==> config.mk <==
export PLATFORM = sky130hd
export DESIGN_NAME = difftest_step_ctrl
export DESIGN_NICKNAME = d
export VERILOG_FILES = /design/src/rtl/difftest_step_pkg.sv /design/src/rtl/difftest_rr_arb.sv /design/src/rtl/difftest_step_ctrl.sv
export SDC_FILE = /design/constraint.sdc
export NUM_CORES = 1
export LEC_CHECK = 0
export BUFFER_PORTS_ARGS = -buffer_cell sky130_fd_sc_hd__buf_2
export CAP_MARGIN = 10
export CELL_PAD_IN_SITES_DETAIL_PLACEMENT = 1
export CELL_PAD_IN_SITES_GLOBAL_PLACEMENT = 1
export CORE_MARGIN = 5
export CORE_UTILIZATION = 39
export DETAILED_ROUTE_END_ITERATION = 12
export PLACE_DENSITY = 0.87
export SYNTH_ARGS = -nofsm -noshare
export SYNTH_HDL_FRONTEND = slang
export SYNTH_SLANG_ARGS = --single-unit
==> constraint.sdc <==
create_clock -name clock -period 6.3 [get_ports clock]
set_clock_uncertainty 0.15 [all_clocks]
set_input_delay 0.63 -clock clock [delete_from_list [all_inputs] [get_ports clock]]
set_output_delay 0.63 -clock clock [all_outputs]
set_load 0.01 [all_outputs]
==> src/rtl/difftest_step_pkg.sv <==
// Shared types and constants for the difftest step controller.
// Optional build macro (used by difftest_step_ctrl): DIFFTEST_STEP_TIMEOUT_EN.
package difftest_step_pkg;

  // Why the controller stopped; the value is latched once and held until reset.
  typedef enum logic [2:0] {
    CAUSE_NONE       = 3'd0,
    CAUSE_FAIL       = 3'd1,
    CAUSE_CHECKPOINT = 3'd2,
    CAUSE_OVERFLOW   = 3'd3,
    CAUSE_TIMEOUT    = 3'd4,
    CAUSE_MAX_CYCLES = 3'd5
  } done_cause_e;

  // Controller state machine encoding.
  typedef enum logic [2:0] {
    RESET_S = 3'd0,
    INIT    = 3'd1,
    ARB     = 3'd2,
    REQ     = 3'd3,
    WAIT    = 3'd4,
    DONE    = 3'd5
  } state_e;

  // Verdict value meaning "checkpoint reached" rather than a mismatch.
  localparam logic [31:0] TRAP_CHECKPOINT = 32'hff;

  // Width of a core index; at least one bit even for a single core.
  function automatic int idx_width(input int n);
    return (n > 1) ? $clog2(n) : 1;
  endfunction

endpackage

==> src/rtl/difftest_rr_arb.sv <==
// Combinational round-robin arbiter: grants the lowest requesting index at or
// after rr_ptr, wrapping around the core count.
module difftest_rr_arb
  import difftest_step_pkg::*;
#(
  parameter  int NUM_CORES = 1,
  localparam int IDX_W     = idx_width(NUM_CORES)
) (
  input  logic [NUM_CORES-1:0] req,
  input  logic [IDX_W-1:0]     rr_ptr,
  output logic                 grant_valid,
  output logic [IDX_W-1:0]     grant_idx
);

  // Scan from the pointer and take the first requester found.
  always_comb begin
    grant_valid = 1'b0;
    grant_idx   = '0;
    for (int k = 0; k < NUM_CORES; k++) begin
      int cand;
      cand = (int'(rr_ptr) + k) % NUM_CORES;
      if (!grant_valid && req[cand]) begin
        grant_valid = 1'b1;
        grant_idx   = IDX_W'(cand);
      end
    end
  end

endmodule

==> src/rtl/difftest_step_ctrl.sv <==
// Multi-core difftest step bookkeeping: accumulates committed steps per core,
// issues batched step-check requests to a reference checker (valid/ready),
// waits for each verdict and enforces cycle / checkpoint termination.
// Optional build macro: DIFFTEST_STEP_TIMEOUT_EN enables the no-progress watchdog.
//
// Handshake: req_valid is held with req_core/req_steps stable until a cycle in
// which req_ready is also high; that edge is the transfer. rsp_valid is a
// single-cycle strobe that is only observed while waiting for a verdict.
module difftest_step_ctrl
  import difftest_step_pkg::*;
#(
  parameter  int NUM_CORES      = 1,
  parameter  int STEP_WIDTH     = 8,
  parameter  int ACC_WIDTH      = 16,
  parameter  int TIMEOUT_CYCLES = 5000,
  localparam int IDX_W          = idx_width(NUM_CORES)
) (
  input  logic                            clock,
  input  logic                            reset,
  input  logic [NUM_CORES*STEP_WIDTH-1:0] step_in,
  input  logic [63:0]                     max_cycles,
  input  logic [63:0]                     max_instrs,
  output logic                            init_valid,
  output logic                            req_valid,
  input  logic                            req_ready,
  output logic [IDX_W-1:0]                req_core,
  output logic [ACC_WIDTH-1:0]            req_steps,
  input  logic                            rsp_valid,
  input  logic [31:0]                     rsp_trap,
  output logic                            done,
  output logic [2:0]                      done_cause,
  output logic [63:0]                     n_cycles,
  output logic [63:0]                     n_instrs,
  output state_e                          state_dbg
);

  localparam int SUM_W = ACC_WIDTH + 1;

  state_e                 state, state_nx;
  done_cause_e            cause_q, cause_nx, term;
  logic [STEP_WIDTH-1:0]  step_d [NUM_CORES];
  logic [ACC_WIDTH-1:0]   acc    [NUM_CORES];
  logic [ACC_WIDTH-1:0]   acc_nx [NUM_CORES];
  logic [NUM_CORES-1:0]   ovf, acc_nz, step_nz;
  logic [IDX_W-1:0]       rr_ptr, core_q, grant_idx;
  logic [ACC_WIDTH-1:0]   steps_q;
  logic [63:0]            n_cycles_q, n_instrs_q;
  logic                   grant_valid, hs, active, any_ovf, cyc_hit, wd_hit;
  logic                   rsp_bad, rsp_ckpt;

  assign active  = (state == INIT) || (state == ARB) || (state == REQ) || (state == WAIT);
  assign hs      = (state == REQ) && req_ready;
  assign any_ovf = active && (|ovf);
  assign cyc_hit = (|max_cycles) && (n_cycles_q >= max_cycles);

  // A non-zero verdict is a checkpoint only when checkpointing is enabled.
  assign rsp_bad  = (state == WAIT) && rsp_valid && (rsp_trap != 32'd0);
  assign rsp_ckpt = rsp_bad && (rsp_trap == TRAP_CHECKPOINT) && (|max_instrs);

  // Per-core next accumulator: add the registered step and, on the handshake
  // for this core, remove the steps just handed to the checker. The extra
  // carry bit detects saturation.
  for (genvar g = 0; g < NUM_CORES; g++) begin : g_lane
    logic [SUM_W-1:0] sum;

    // Same-cycle add and subtract so no step is lost at a handshake.
    always_comb begin
      sum = {1'b0, acc[g]} + SUM_W'(step_d[g]);
      if (hs && (core_q == IDX_W'(g))) begin
        sum = sum - {1'b0, steps_q};
      end
    end

    assign ovf[g]     = sum[ACC_WIDTH];
    assign acc_nx[g]  = sum[ACC_WIDTH] ? {ACC_WIDTH{1'b1}} : sum[ACC_WIDTH-1:0];
    assign acc_nz[g]  = |acc[g];
    assign step_nz[g] = |step_d[g];

    // Register the raw step input one cycle before it is accumulated.
    always_ff @(posedge clock) begin
      if (reset) step_d[g] <= '0;
      else       step_d[g] <= step_in[g*STEP_WIDTH +: STEP_WIDTH];
    end
  end

  difftest_rr_arb #(.NUM_CORES(NUM_CORES)) u_arb (
    .req         (acc_nz),
    .rr_ptr      (rr_ptr),
    .grant_valid (grant_valid),
    .grant_idx   (grant_idx)
  );

`ifdef DIFFTEST_STEP_TIMEOUT_EN
  logic [31:0] wd_cnt;
  logic        wd_state;

  assign wd_state = (state == ARB) || (state == REQ) || (state == WAIT);
  assign wd_hit   = wd_state && (wd_cnt >= 32'(TIMEOUT_CYCLES));

  // Count consecutive cycles without any committed step while checking.
  always_ff @(posedge clock) begin
    if (reset) begin
      wd_cnt <= '0;
    end else if (wd_state) begin
      wd_cnt <= (|step_nz) ? 32'd0 : wd_cnt + 32'd1;
    end
  end
`else
  // Watchdog compiled out: never fires (the comparison keeps the limit
  // parameter referenced in this build).
  assign wd_hit = (TIMEOUT_CYCLES < 0) && (|step_nz);
`endif

  // Next-state and termination cause, highest-priority cause first.
  always_comb begin
    state_nx = state;
    cause_nx = cause_q;
    term     = CAUSE_NONE;
    if (rsp_bad && !rsp_ckpt)  term = CAUSE_FAIL;
    else if (rsp_ckpt)         term = CAUSE_CHECKPOINT;
    else if (any_ovf)          term = CAUSE_OVERFLOW;
    else if (wd_hit)           term = CAUSE_TIMEOUT;
    else if (active && cyc_hit) term = CAUSE_MAX_CYCLES;

    case (state)
      RESET_S: state_nx = INIT;
      INIT:    state_nx = ARB;
      ARB:     if (grant_valid) state_nx = REQ;
      REQ:     if (req_ready) state_nx = WAIT;
      WAIT:    if (rsp_valid && (rsp_trap == 32'd0)) state_nx = ARB;
      DONE:    state_nx = DONE;
      default: state_nx = RESET_S;
    endcase

    if (term != CAUSE_NONE) begin
      state_nx = DONE;
      cause_nx = term;
    end
  end

  // Accumulators advance in every working state and freeze in DONE.
  always_ff @(posedge clock) begin
    for (int i = 0; i < NUM_CORES; i++) begin
      if (reset)       acc[i] <= '0;
      else if (active) acc[i] <= acc_nx[i];
    end
  end

  // State, request latch, round-robin pointer and counters.
  always_ff @(posedge clock) begin
    if (reset) begin
      state      <= RESET_S;
      cause_q    <= CAUSE_NONE;
      rr_ptr     <= '0;
      core_q     <= '0;
      steps_q    <= '0;
      n_cycles_q <= '0;
      n_instrs_q <= '0;
    end else begin
      state   <= state_nx;
      cause_q <= cause_nx;
      if ((state == ARB) && (state_nx == REQ)) begin
        core_q  <= grant_idx;
        steps_q <= acc[grant_idx];
        rr_ptr  <= (grant_idx == IDX_W'(NUM_CORES - 1)) ? '0 : grant_idx + 1'b1;
      end
      if (hs) begin
        n_instrs_q <= n_instrs_q + 64'(steps_q);
      end
      if (active && (state_nx != DONE)) begin
        n_cycles_q <= n_cycles_q + 64'd1;
      end
    end
  end

  assign init_valid = (state == INIT);
  assign req_valid  = (state == REQ);
  assign req_core   = core_q;
  assign req_steps  = steps_q;
  assign done       = (state == DONE);
  assign done_cause = cause_q;
  assign n_cycles   = n_cycles_q;
  assign n_instrs   = n_instrs_q;
  assign state_dbg  = state;

endmodule

# Word-level counts from Yosys, hierarchy flattened
# Memory sizes are Yosys's and may differ from the RTL's. A register that Yosys moved wholly into a read port is not among the register bits.
# Index checks and enable logic that the tools add are counted.
[op_classes] add_sub_neg=4 n_lt_le_gt_ge=1 eq_ne=8 muxes=22 n_reduce_logical=25
[ops] operator="OR reduction 64 bit" count=2
[ops] operator="adder 64 x 1 -> 64 bit, second input constant" count=1
[ops] operator="adder 64 x 16 -> 64 bit" count=1
[ops] operator=">= comparator 64 bit" count=1
[ops] operator="== test 32 x 8 -> 1 bit, second input constant" count=1
[ops] operator="zero test 32 bit" count=1
[ops] operator="2-to-1 mux 16 bit" count=2
[ops] operator="nonzero test 32 bit" count=1
[ops] operator="OR reduction 16 bit" count=2
[ops] operator="2-to-1 mux 3 bit" count=8
[ops] operator="one-hot mux 3 bit (6 select lines)" count=1
[ops] operator="adder 16 x 8 -> 17 bit" count=1
[ops] operator="2-to-1 mux 17 bit" count=1
[ops] operator="subtractor 17 x 16 -> 17 bit" count=1
[ops] operator="logical AND 1 bit" count=12
[ops] operator="== test 3 x 2 -> 1 bit, second input constant" count=3
[ops] operator="2-to-1 mux 1 bit" count=9
[ops] operator="2-to-1 mux 8 bit" count=1
[ops] operator="OR reduction 8 bit" count=1
[ops] operator="== test 3 bit, second input constant" count=2
[ops] operator="== test 3 x 1 -> 1 bit, second input constant" count=1
[ops] operator="zero test 3 bit" count=1
[ops] operator="logical OR 1 bit" count=3
[ops] operator="!= test 3 bit, second input constant" count=1
[ops] operator="2 further kinds" count=2
[totals] ff_bits=134 ramBits=24 input_bits=172 out_inout_bits=154 elab_cells=66 n_memories=2
[mem_list] memory="acc" words=1 word_bits=16 rd=2 rd_ports_with_merged_regs=1 wr=1 line_no="difftest_step_ctrl.sv:42" source="logic [ACC_WIDTH-1:0] acc [NUM_CORES];"
[mem_list] memory="step_d" words=1 word_bits=8 rd=1 rd_ports_with_merged_regs=0 wr=1 line_no="difftest_step_ctrl.sv:41" source="logic [STEP_WIDTH-1:0] step_d [NUM_CORES];"

# Longest topological paths before layout
[depth] depth_word=13 ltp_mapped=20 mapped_depth_nobuf=19

# Hierarchy
# Synthesis repeated with hierarchy kept, for this count alone.
[hier_totals] hier_cells=1571 hier_area_um2=12580.8
[modules_own_cells] mod="difftest_step_ctrl" instances=1 cells_each=1568 area_each_um2=12562.0 seq_area_each_um2=3663.5
[modules_own_cells] mod="difftest_rr_arb" instances=1 cells_each=3 area_each_um2=18.8 seq_area_each_um2=0.0

# Worst setup path before layout
# OpenSTA, ideal clock, no wires.
[synth_path] path_type="register to register" start="mem acc[0][1]" end="reg n_cycles_q[57] (netlist: n_cycles[57])" setup_time_ns=0.121 arrival_time_ns=4.200 required_ns=6.029 slack_ns=1.829 stages_incl_launch_ff=18 n_path_buf=1 synth_period_minus_slack_ns=4.471 cell_sequence="edfxtp_1 > ha_1 > a21o_1 > a21oi_1 > o21bai_1 > a21oi_1 > xnor2_1 > ha_1 > a21o_1 > or3_1 > o21ai_1 > o21ai_1 > o41a_1 > a211oi_4 > nand3_1 > buf_2 > nor3_1 > mux2_2"
[synth_lines] item="start, declared" line_no="difftest_step_ctrl.sv:42"
[synth_lines] item="end signal, assigned" line_no="difftest_step_ctrl.sv:171" source="n_cycles_q <= n_cycles_q + 64'd1;"
[synth_lines] item="end, declared" line_no="difftest_step_ctrl.sv:47" source="logic [63:0] n_cycles_q, n_instrs_q;"

==> impl_metrics.py <==
metrics = {
    "run_status": {
        "status": "complete, no violations",
    },
    "logic_synthesis": {
        "ys.flop_type": "dfxtp_1",
        "syn_nets": 1818,
        "synth.area.top_cells": "dfxtp_1, ha_1, mux2_2",
        "synth_area_um2": 12500,
        "yosys.area.top_type": "dfxtp_1",
        "async_flop_share_pct": 0,
        "syn_inst": 1538,
        "ys_warn_count": 0,
        "synth_top_area_share_pct": 25.4,
        "ys_seq_area_share_pct": 29.2,
        "synth_edf_count": 16,
        "ys_seq_elements": 174,
        "syn_avg_cell_area_um2": 8.10,
        "synth_cell_types": 76,
    },
    "timing": {
        "worst_slew_pin_slew_ns": 0.983,
        "slew_viol_final": 0,
        "rsz0062_at_grt": "no",
        "final_hold_viol_count": 0,
        "post-route-period-util_pct": 89.3,
        "fmax_mhz": 178,
        "fin_setup_tns_ns": 0,
        "setup_viol": 0,
        "slew_headroom_pct": 34.2,
        "post-route-min-period_ns": 5.63,
        "setup_ws_ns": 0.672,
    },
    "critical_path": {
        "endpoint_kind": "flip-flop",
        "critPathKind": "flip-flop to flip-flop",
        "slowest_delay_ns": 0.54,
        "startpoint_type": "flip-flop",
        "arrival_ns": 5.81,
        "crit_chain": "ha_1 -> inv_1 -> fa_1 -> nor2b_1 -> o2111ai_1 -> nor4b_2 -> nor2_1 -> nand3_1 -> xnor2_1 -> ha_1 -> nand2_1 -> nor2_1 -> a21oi_1 -> o21ai_1 -> o41a_1 -> a211oi_4 -> nand3_1 -> nor4_1 -> mux2_2",
        "crit_slowest_cell": "nand3_1",
        "crit_required_ns": 6.48,
        "cp_max_fo": 12,
    },
    "cts": {
        "cts_resized": 0,
        "cts_root_buf": "clkbuf_16",
        "cts_buffer_depth": 2,
        "htreeDepth": 4,
        "clk_pin_slew_ns": 0.08,
        "cts_sinks": 174,
        "clk_latency_ns": 0.44,
        "tritoncts": "yes",
        "post-cts-setup-buffers": 0,
        "cts_hold_buf": 0,
        "cts_buffers": 17,
    },
    "routing": {
        "vias": 12700,
        "drt_iter0_markers": 670,
        "vias_per_cell": 5.67,
        "final_antenna_net_count": 0,
        "drc": 0,
        "wire_per_inst_um": 19.8,
        "firstDrtPassIters": 5,
        "wirelength_mm": 44.4,
    },
    "power_and_ir_drop": {
        "peakVddDrop_uv": 202,
        "total_power_mw": 3.78,
        "power_density_nw_per_um2": 252,
        "power.leakage_nw": 6.83,
    },
    "floorplan": {
        "ios": 326,
        "start_util_pct": 39.5,
        "fp.coreArea_um2": 31600,
        "die_w_um": 189,
        "die_h_um": 189,
        "dieArea_um2": 35600,
        "rows": 65,
    },
    "placement": {
        "dpl_cell_area_um2": 14400,
        "portBuffers": 324,
        "pre_cts_ws_ns": 0.820,
        "hpwl_mm": 34.0,
        "gp_congestion": 0.878,
    },
    "global_routing": {
        "grt_overflow": 0,
        "grt_max_degree": 127,
        "grtUsageTotal_pct": 24.1,
        "antenna_found_initial": 1,
        "grt_pass1_vias": 13300,
        "grt_pass1_wl_mm": 70.3,
    },
    "cells_and_area": {
        "final.fill_count": 3924,
        "layout_common_cells": "buf_2, dfxtp_1, nor2_1, inv_1, ha_1",
        "final_common_cell": "buf_2",
        "area_growth_pct": 20.1,
        "final_nets": 2102,
        "drive_gt1_share_pct": 24.9,
        "fin_area_um2": 15000,
    },
    "job": {
        "maxCapViolations": 0,
    },
    "min_path": {
        "hold_class": "primary input to flip-flop",
    },
}
## final cells by class
type | count | area [um2] | share of cell area, %
antenna | 1 | 2.50 | 0.0167
clock buffer | 20 | 479 | 3.20
clock inverter | 12 | 120 | 0.802
inverter | 106 | 398 | 2.66
multi-input combinational | 1194 | 8150 | 54.4
sequential | 174 | 3640 | 24.3
tap | 402 | 503 | 3.36
timing repair buffer | 329 | 1680 | 11.2
## synth_stat cells (7+ instances only)
cell and count:
a211oi_1 7, a21o_1 24, a21oi_1 90, and3_1 33
and4_1 15, buf_2 9, clkbuf_1 47, dfxtp_1 158
edfxtp_1 16, ha_1 105, inv_1 106, mux2_2 57
mux2i_1 18, nand2_1 94, nand2b_1 24, nand3_1 65
nand4_1 49, nor2_1 140, nor2b_1 74, nor3_1 66
nor4_1 55, o21ai_0 55, o31ai_1 14, or2b_2 20
or3_1 18, or4_1 10, xnor2_1 31, xor2_1 38
## state kept, by name (all words and copies together), names as in the netlist
register and flops:
n_instrs 64, done_cause 3, req_steps 16, step_d 8, state_dbg 3, acc 16
n_cycles 64
## metal layers
metal / GRT usage [%] / share of wire, %
met5: 0 / 0
met3: 4.02 / 5.3
met4: 8.80 / 3.4
met2: 41.4 / 49
met1: 30.4 / 42
## final timing paths
| kind | start | end | slack (ns) | depth (start not counted) |
|---|---|---|---|---|
| worst max-delay path | acc[0][0] | n_cycles[31] | 0.67 | 19 |
| worst min-delay path | step_in[7] | step_d[0][7] | 0.25 | 2 |
| worst max register to register | acc[0][0] | n_cycles[31] | 0.67 | 19 |
| worst min register to register | n_instrs[9] | n_instrs[9] | 0.34 | 2 |
## power by group
part | total, mW | internal (mW) | switching (mW)
clock network | 1.11 | 0.603 | 0.505
registers | 1.32 | 1.20 | 0.112
logic | 1.35 | 0.548 | 0.806
total | 3.78 | 2.36 | 1.42
## per-stage QoR
step	hold slack (ns)	instances	utilization [%]
2_1_floorplan	0.340	1538	-
3_3_place_gp	0.312	2205	45.5
3_5_place_dp	0.325	2205	45.5
4_1_cts	0.243	2237	47.4
5_1_grt	0.246	2238	47.4
6_report	0.254	2238	47.4
## worst max-delay path, delay by kind of cell, from the launching register on
kind | cells | cell delay [ns]
XOR/XNOR | 1 | 0.30
flip-flops | 1 | 0.41
multiplexers | 1 | 0.37
buffers and inverters | 1 | 0.07
AO/OA/AOI/OAI | 5 | 1.32
AND/OR/NAND/NOR | 8 | 1.94
adder cells (fa/ha/maj) | 3 | 0.96
## cells by family (layout without fill, tap and decap cells)
kind of cell             Yosys count  after routing  share of synthesized area, %
multiplexers                      75             75                          6.60
XOR/XNOR                          70             70                          5.07
buffers and inverters            170            467                          5.46
adder cells (fa/ha/maj)          108            108                          11.0
flip-flops                       174            174                          29.2
AO/OA/AOI/OAI                    240            240                          11.9
AND/OR/NAND/NOR                  700            700                          30.7
other                              1              2                        0.0301
Power figures use the tool's default switching activity.
